<file path="src/rtl/uart_tx_arbiter.sv">
// Shares one UART transmitter among NUM_REQ byte producers: round-robin arbitration with an
// urgent override for requester 0, send/done handshake, inter-frame gap and a frame watchdog.
module uart_tx_arbiter #(
  parameter int NUM_REQ        = 3,
  parameter int DATA_WIDTH     = 8,
  parameter int GAP_CYCLES     = 16,
  parameter int TIMEOUT_CYCLES = 200000
) (
  input  logic                          clk,
  input  logic                          reset,
  input  logic [NUM_REQ-1:0]            req_i,
  input  logic [NUM_REQ*DATA_WIDTH-1:0] req_data_i,
  input  logic                          urgent_i,
  output logic [NUM_REQ-1:0]            grant_o,
  output logic [NUM_REQ-1:0]            ack_o,
  output logic [NUM_REQ-1:0]            err_o,
  output logic                          busy_o,
  output logic [15:0]                   frame_count_o,
  output logic                          tx_send_o,
  output logic [DATA_WIDTH-1:0]         tx_data_o,
  input  logic                          tx_done_i
);

  localparam int IDX_W   = $clog2(NUM_REQ);
  localparam int GAP_EFF = (GAP_CYCLES < 1) ? 1 : GAP_CYCLES;
  localparam int GAP_W   = $clog2(GAP_EFF + 1);
  localparam int WD_W    = $clog2(TIMEOUT_CYCLES + 1);

  typedef enum logic [1:0] {S_IDLE, S_SEND, S_WAIT, S_GAP} state_t;

  state_t                  r_state;
  logic [IDX_W-1:0]        r_rr_ptr;
  logic [IDX_W-1:0]        r_owner;
  logic [WD_W-1:0]         r_wdog;
  logic [GAP_W-1:0]        r_gap;
  logic [NUM_REQ-1:0]      r_grant;
  logic [NUM_REQ-1:0]      r_ack;
  logic [NUM_REQ-1:0]      r_err;
  logic [15:0]             r_count;
  logic                    r_send;
  logic [DATA_WIDTH-1:0]   r_data;

  logic [IDX_W-1:0]        w_win;
  logic [DATA_WIDTH-1:0]   w_slot;
  logic [WD_W-1:0]         w_wdog_nxt;
  logic [IDX_W-1:0]        w_rr_nxt;
  logic                    w_timeout;

  // Urgent requester 0 pre-empts; otherwise first set request scanning up from ptr, wrapping.
  function automatic logic [IDX_W-1:0] pick_winner(input logic [NUM_REQ-1:0] req,
                                                   input logic [IDX_W-1:0]   ptr,
                                                   input logic               urg);
    logic [IDX_W-1:0]   sel;
    logic               found;
    logic [NUM_REQ-1:0] shifted;
    int                 idx;
    sel   = '0;
    found = urg & req[0];
    for (int k = 0; k < NUM_REQ; k++) begin
      idx = int'(ptr) + k;
      if (idx >= NUM_REQ) idx = idx - NUM_REQ;
      shifted = req >> idx;
      if (!found && shifted[0]) begin
        sel   = IDX_W'(idx);
        found = 1'b1;
      end
    end
    return sel;
  endfunction

  function automatic logic [NUM_REQ-1:0] onehot(input logic [IDX_W-1:0] idx);
    return NUM_REQ'(1) << idx;
  endfunction

  function automatic logic [15:0] sat_inc16(input logic [15:0] val);
    return (val == 16'hFFFF) ? val : val + 16'd1;
  endfunction

  assign w_win      = pick_winner(req_i, r_rr_ptr, urgent_i);
  assign w_slot     = DATA_WIDTH'(req_data_i >> (int'(w_win) * DATA_WIDTH));
  assign w_wdog_nxt = r_wdog + WD_W'(1);
  assign w_timeout  = (w_wdog_nxt >= WD_W'(TIMEOUT_CYCLES - 1));
  assign w_rr_nxt   = (r_owner == IDX_W'(NUM_REQ - 1)) ? '0 : r_owner + IDX_W'(1);

  always_ff @(posedge clk) begin
    if (reset) begin
      r_state  <= S_IDLE;
      r_rr_ptr <= '0;
      r_owner  <= '0;
      r_wdog   <= '0;
      r_gap    <= '0;
      r_grant  <= '0;
      r_ack    <= '0;
      r_err    <= '0;
      r_count  <= '0;
      r_send   <= 1'b0;
      r_data   <= '0;
    end else begin
      r_ack  <= '0;
      r_err  <= '0;
      r_send <= 1'b0;
      case (r_state)
        S_IDLE: begin
          if (|req_i) begin
            r_owner <= w_win;
            r_grant <= onehot(w_win);
            r_data  <= w_slot;
            r_send  <= 1'b1;
            r_state <= S_SEND;
          end
        end
        S_SEND: begin
          r_wdog  <= '0;
          r_state <= S_WAIT;
        end
        S_WAIT: begin
          // Completion takes priority over a coincident watchdog expiry.
          if (tx_done_i || w_timeout) begin
            if (tx_done_i) begin
              r_ack   <= onehot(r_owner);
              r_count <= sat_inc16(r_count);
            end else begin
              r_err <= onehot(r_owner);
            end
            r_grant  <= '0;
            r_rr_ptr <= w_rr_nxt;
            r_gap    <= '0;
            r_state  <= S_GAP;
          end else begin
            r_wdog <= w_wdog_nxt;
          end
        end
        S_GAP: begin
          if (r_gap == GAP_W'(GAP_EFF - 1)) begin
            r_state <= S_IDLE;
          end else begin
            r_gap <= r_gap + GAP_W'(1);
          end
        end
        default: r_state <= S_IDLE;
      endcase
    end
  end

  assign grant_o       = r_grant;
  assign ack_o         = r_ack;
  assign err_o         = r_err;
  assign busy_o        = (r_state != S_IDLE);
  assign frame_count_o = r_count;
  assign tx_send_o     = r_send;
  assign tx_data_o     = r_data;

endmodule

</file>
<file path="config.mk">
export PLATFORM = sky130hd
export DESIGN_NAME = uart_tx_arbiter
export DESIGN_NICKNAME = d
export VERILOG_FILES = /design/src/rtl/uart_tx_arbiter.sv
export SDC_FILE = /design/constraint.sdc
export NUM_CORES = 1
export LEC_CHECK = 0
export ABC_AREA = 1
export CORE_MARGIN = 5
export CORE_UTILIZATION = 45
export DETAILED_ROUTE_END_ITERATION = 16
export GPL_TIMING_DRIVEN = 0
export PLACE_DENSITY_LB_ADDON = 0.12
export SYNTH_ARGS = -nofsm -noshare
export SYNTH_HDL_FRONTEND = slang
export SYNTH_SLANG_ARGS = --single-unit
</file>
<file path="constraint.sdc">
create_clock -name clk -period 5.5 [get_ports clk]
set_input_delay 1.1 -clock clk [delete_from_list [all_inputs] [get_ports clk]]
set_output_delay 1.1 -clock clk [all_outputs]
set_load 0.01 [all_outputs]
</file>
### Yosys cells after proc, flatten, opt, wreduce, memory -nomap -nowiden

Cells that the tools add are included.

* add/subtract/negate cells: 9
* multiplexer cells: 22
* eq/ne operators: 11
* reductions and logical operators: 23
* bitwise operators: 6
* $lt $le $gt $ge: 4
* shift operators: 6

Operator list (number)
* $mux W32: 3
* $shr A3 B32 Y1: 3
* $pmux W18 S2: 1
* $shr A24 B5 Y8: 1
* $add A18 B1 Y18 const B: 1
* $ge A18 B18 Y1 const B: 1
* $mux W18: 1
* $add A16 B1 Y16 const B: 1
* $eq A16 B16 Y1 const B: 1
* $mux W2: 7
* $mux W5: 2
* $ne A2 B2 Y1 const B: 5
* $pmux W5 S2: 1
* $reduce_and A3 Y1: 3
* $pmux W2 S4: 1
* $reduce_bool A2 Y1: 4
* $reduce_or A4 Y1: 2
* $sub A3 B2 Y4 const B: 2
* $eq A2 B2 Y1 const B: 3
* $ge A3 B2 Y1 const B: 2
* $mux W3: 2
* $pmux W3 S2: 1
* $reduce_and A2 Y1: 3
* $shl A1 B2 Y3 const A: 2
* other kinds (18): 28

* register bits after elaboration: 63
* output and inout port bits: 35

### Depth between registers and ports, before layout

* word-level depth: 14
* depth in mapped cells: 19

### Worst setup path before layout

OpenSTA, ideal clock, no wires.

* path kind: input to register
* from: input req_i[0]
* to: register r_grant[0], in the netlist grant_o[0]
* cell stages on the path: 12
* data arrival time: 2289 ps
* setup slack: 3095 ps
* path buffers: 1
* setup time: 116 ps
* data required time: 5384 ps
* cell sequence: inv_1 o21ai_0 a21oi_1 o21a_1 nand2_1 nor2_1 nor2_1 clkbuf_1 nand2_1 nor2_1 o21ai_0 nor2_1

* word-level cells in the longest chain between the ends: 13

RTL lines
* start: declaration: RTL line 11 `input logic [NUM_REQ-1:0] req_i,`
* parallel branches: the longest is 13 deep, another holds $shr A3 B32 Y1
* end signal: assignment: RTL line 106 `r_grant <= onehot(w_win);`
* end: declaration: RTL line 36 `logic [NUM_REQ-1:0] r_grant;`

Parallel ways; which one is timed is not known. The select of a mux whose other input is x is not followed.
A chain may end at the register's enable or synchronous reset.

### Worst setup path in the final report

* from: input req_i[2]
* to: register r_grant[0], in the netlist grant_o[0]

* word-level cells in the longest chain between the ends: 12

RTL lines
* $shr A3 B32 Y1: RTL line 62 `shifted = req >> idx;`
* $logic_and A1 B1 Y1: RTL line 63 `if (!found && shifted[0]) begin`
* $mux W1: RTL line 63
* $logic_not A1 Y1: RTL line 63
* $logic_and A1 B1 Y1: RTL line 63
* $mux W1: RTL line 63
* $logic_not A1 Y1: RTL line 63
* $logic_and A1 B1 Y1: RTL line 63
* $mux W2: RTL line 63
* $shl A1 B2 Y3: RTL line 72 `return NUM_REQ'(1) << idx;`
* $mux W3: RTL line 104 `if (|req_i) begin`
* $pmux W3 S2: RTL line 102 `case (r_state)`

Parallel ways exist; a longest one is shown, timed or not. The select of a mux whose other input is x is not followed.

==> out/metrics.cfg <==
[setup_path]
end_kind=flop
cp_max_fo=10
cp_data_required_time_ps=5780
cp-start-kind=input port
crit_type=in -> reg
worst_ep_arrival_time_ps=3340

[min_path]
hp-class=reg -> reg

[yosys]
synth_compound_area_frac=0.1207
synth-simple-area-share=0.3686
avgSynthCellArea_sq_um=6.568
yosysTopAreaCell=dfxtp_1
synth_top_family_by_area=simple AND/OR/NAND/NOR gates
syn_area_sq_um=3744
netlist_top_cells_count=nand2_1, nor2_1, inv_1
synth_xor_xnor_area_share=0.02574
synth.most_common_cell=nand2_1
syn_nets=615
synth_fa_ha_area_frac=0.04679
syn_inst=570
synth_cell_types=34
async_flop_share=0
ys_seq_area_frac=0.3369
ys_top_cells_by_area=dfxtp_1, nand2_1, nor2_1, nand3_1, inv_1
ys.flop_type=dfxtp_1
synthMuxAreaShare=0
synth_warnings=0
synth_top_cell_area_share=0.3369
ys_ff_latch=63
synth_edf_count=0

[power]
p_total_mw=1.820
power_leakage_nw=1.833
vdd_drop_max_mv=0.2495
p_per_area_nw_per_um2=385.0

[run]
drv_cap=0

[grt]
grtUsageTotal=0.1928
grt_pass1_wl_um=16010
grt_overflow=0
antenna_found_initial=0
grt_pass1_vias=3484
grt_start_max_net_pins=12

[placement]
place_ws_ps=2125
dp.cells=739
gp_congestion=0.8357
io_buffers=64
post-dp-hpwl_um=7121

[clock_tree]
ctsHoldBuffers=0
cts_buffers=9
cts_tree=yes
clock_latency_ps=350
cts.clk_slew.worst_paths_ps=80
max-clock-path-buffers=2
postCtsResizedCells=0
clockRootBuffer=clkbuf_8
post_cts_buffers=0
cts-htree-levels=3
cts_num_sinks=63

[timing]
max_slew_margin=0.5005
worstMarginPinSlew_ps=749.3
final.setup.worst_slack_ps=2443
fmax_mhz=327.1
fin_skew_ps=9.635
setup_viol=0
rsz0062_at_grt=false
drv_slew=0
setup_tns_ps=0
layout_worst_path_cycle_share=0.5559
timing.hold.ws_ps=482.1
final_hold_viol_count=0
min_period_ps=3057

[floorplan]
coreArea_sq_um=8175
die_x_um=101.2
start_util=0.4579
die-area_sq_um=10240
rows=33
dieHeight_um=101.2
io-pin-count=66

[route]
dr_total_vias=3737
drc_errors=0
via_per_inst=4.950
ant_nets=0
wl_per_cell_um=12.58
drtIter0Drc=150
firstDrtPassIters=4
wirelength_um=9501

[run_status]
status=finished clean

[final_layout]
syn_to_final_growth_pct=26.30
n_antenna_cell=0
stdcell_count=755
drive_gt1_frac=0.08615
fin_nets=690

==> critical path, stage by stage <==
cell	delay [ps]
clkdlybuf4s50_1	480
inv_1	70
o21ai_0	150
nand2_1	70
nor2_1	170
nor2_1	80
nand2_1	90
nor2_1	40
nor2_1	230
clkbuf_1	450
nand2_1	100
nor2_1	100
o21ai_0	90
nor2_1	110
==> worst paths after layout <==
kind / cells after the start / endpoint / start / slack, ps
worst max-delay path: 14 / grant_o[0]$_SDFFE_PP0P_ / req_i[2] / 2440
worst min register to register: 2 / frame_count_o[4]$_SDFFE_PP0P_ / frame_count_o[4]$_SDFFE_PP0P_ / 480
worst min-delay path: 2 / frame_count_o[4]$_SDFFE_PP0P_ / frame_count_o[4]$_SDFFE_PP0P_ / 480
worst max register to register: 15 / grant_o[0]$_SDFFE_PP0P_ / r_rr_ptr[1]$_SDFFE_PP0P_ / 2800
==> power breakdown <==
group | leakage [nW] | total [mW] | internal [mW] | switching [mW]
Clock | 0.102 | 0.446 | 0.254 | 0.192
Sequential | 0.512 | 0.581 | 0.532 | 0.0496
Combinational | 1.22 | 0.793 | 0.300 | 0.493
Total | 1.83 | 1.82 | 1.09 | 0.734
==> cells in the final DEF (no fill, tap or decap), types with 3 or more instances in the layout <==
cell type        netlist  routed
clkdlybuf4s50_1        0      64
nor2_1                96      96
ha_1                  14      14
nor3_1                14      14
a21oi_1               40      40
xor2_1                 5       5
xnor2_1                6       6
clkinv_1               3       3
nand2_1              109     109
nand3_1               56      56
clkbuf_1              12      13
inv_1                 69      69
nor2_4                 5       5
a21oi_2                9       9
nand2_2               12      12
nand4_1                4       4
o21ai_0               28      28
nor3b_1                3       3
inv_2                  3       3
dfxtp_1               63      63
clkbuf_8               0       9
==> logic make-up (layout without fill, tap and decap cells) <==
family                     Yosys count  count (layout)
and+or+nand+nor                    308             308
DFF                                 63              63
AOI/OAI and AO/OA                   81              81
xor gates and xnor gates            11              11
buffers and inverters               93             173
adders and majority gates           14              14
==> sequential cells by signal (all words and copies together), names as in the netlist, 2 cells and up <==
name / cells
r_state: 2
frame_count_o: 16
ack_o: 3
r_gap: 5
r_owner: 2
r_rr_ptr: 2
tx_data_o: 8
r_wdog: 18
grant_o: 3
err_o: 3
==> final cells by class <==
class	instances	area (sq um)
clock inverter	6	85.08
sequential	63	1261
multi-input combinational	414	2103
fill	824	3447
inverter	75	281.5
clock buffer	10	127.6
buffer	18	97.59
tap	105	131.4
timing repair buffer	64	640.6
==> per-layer routing <==
layer,vias to the layer above,GRT usage,share of wire
li1,1962,-,-
met1,1690,0.2658,0.49
met5,-,0,0
met3,12,0.03719,0.050
met2,73,0.3033,0.45
met4,0,0.06339,0.014
==> stage by stage <==
stage	cell area, sq um	util
finish	4728	0.5784
global route	4728	0.5784
CTS	4728	0.5784
detailed placement	4516	0.5523
global placement	4516	0.5523
floorplan	3744	-
Power figures use the tool's default switching activity.
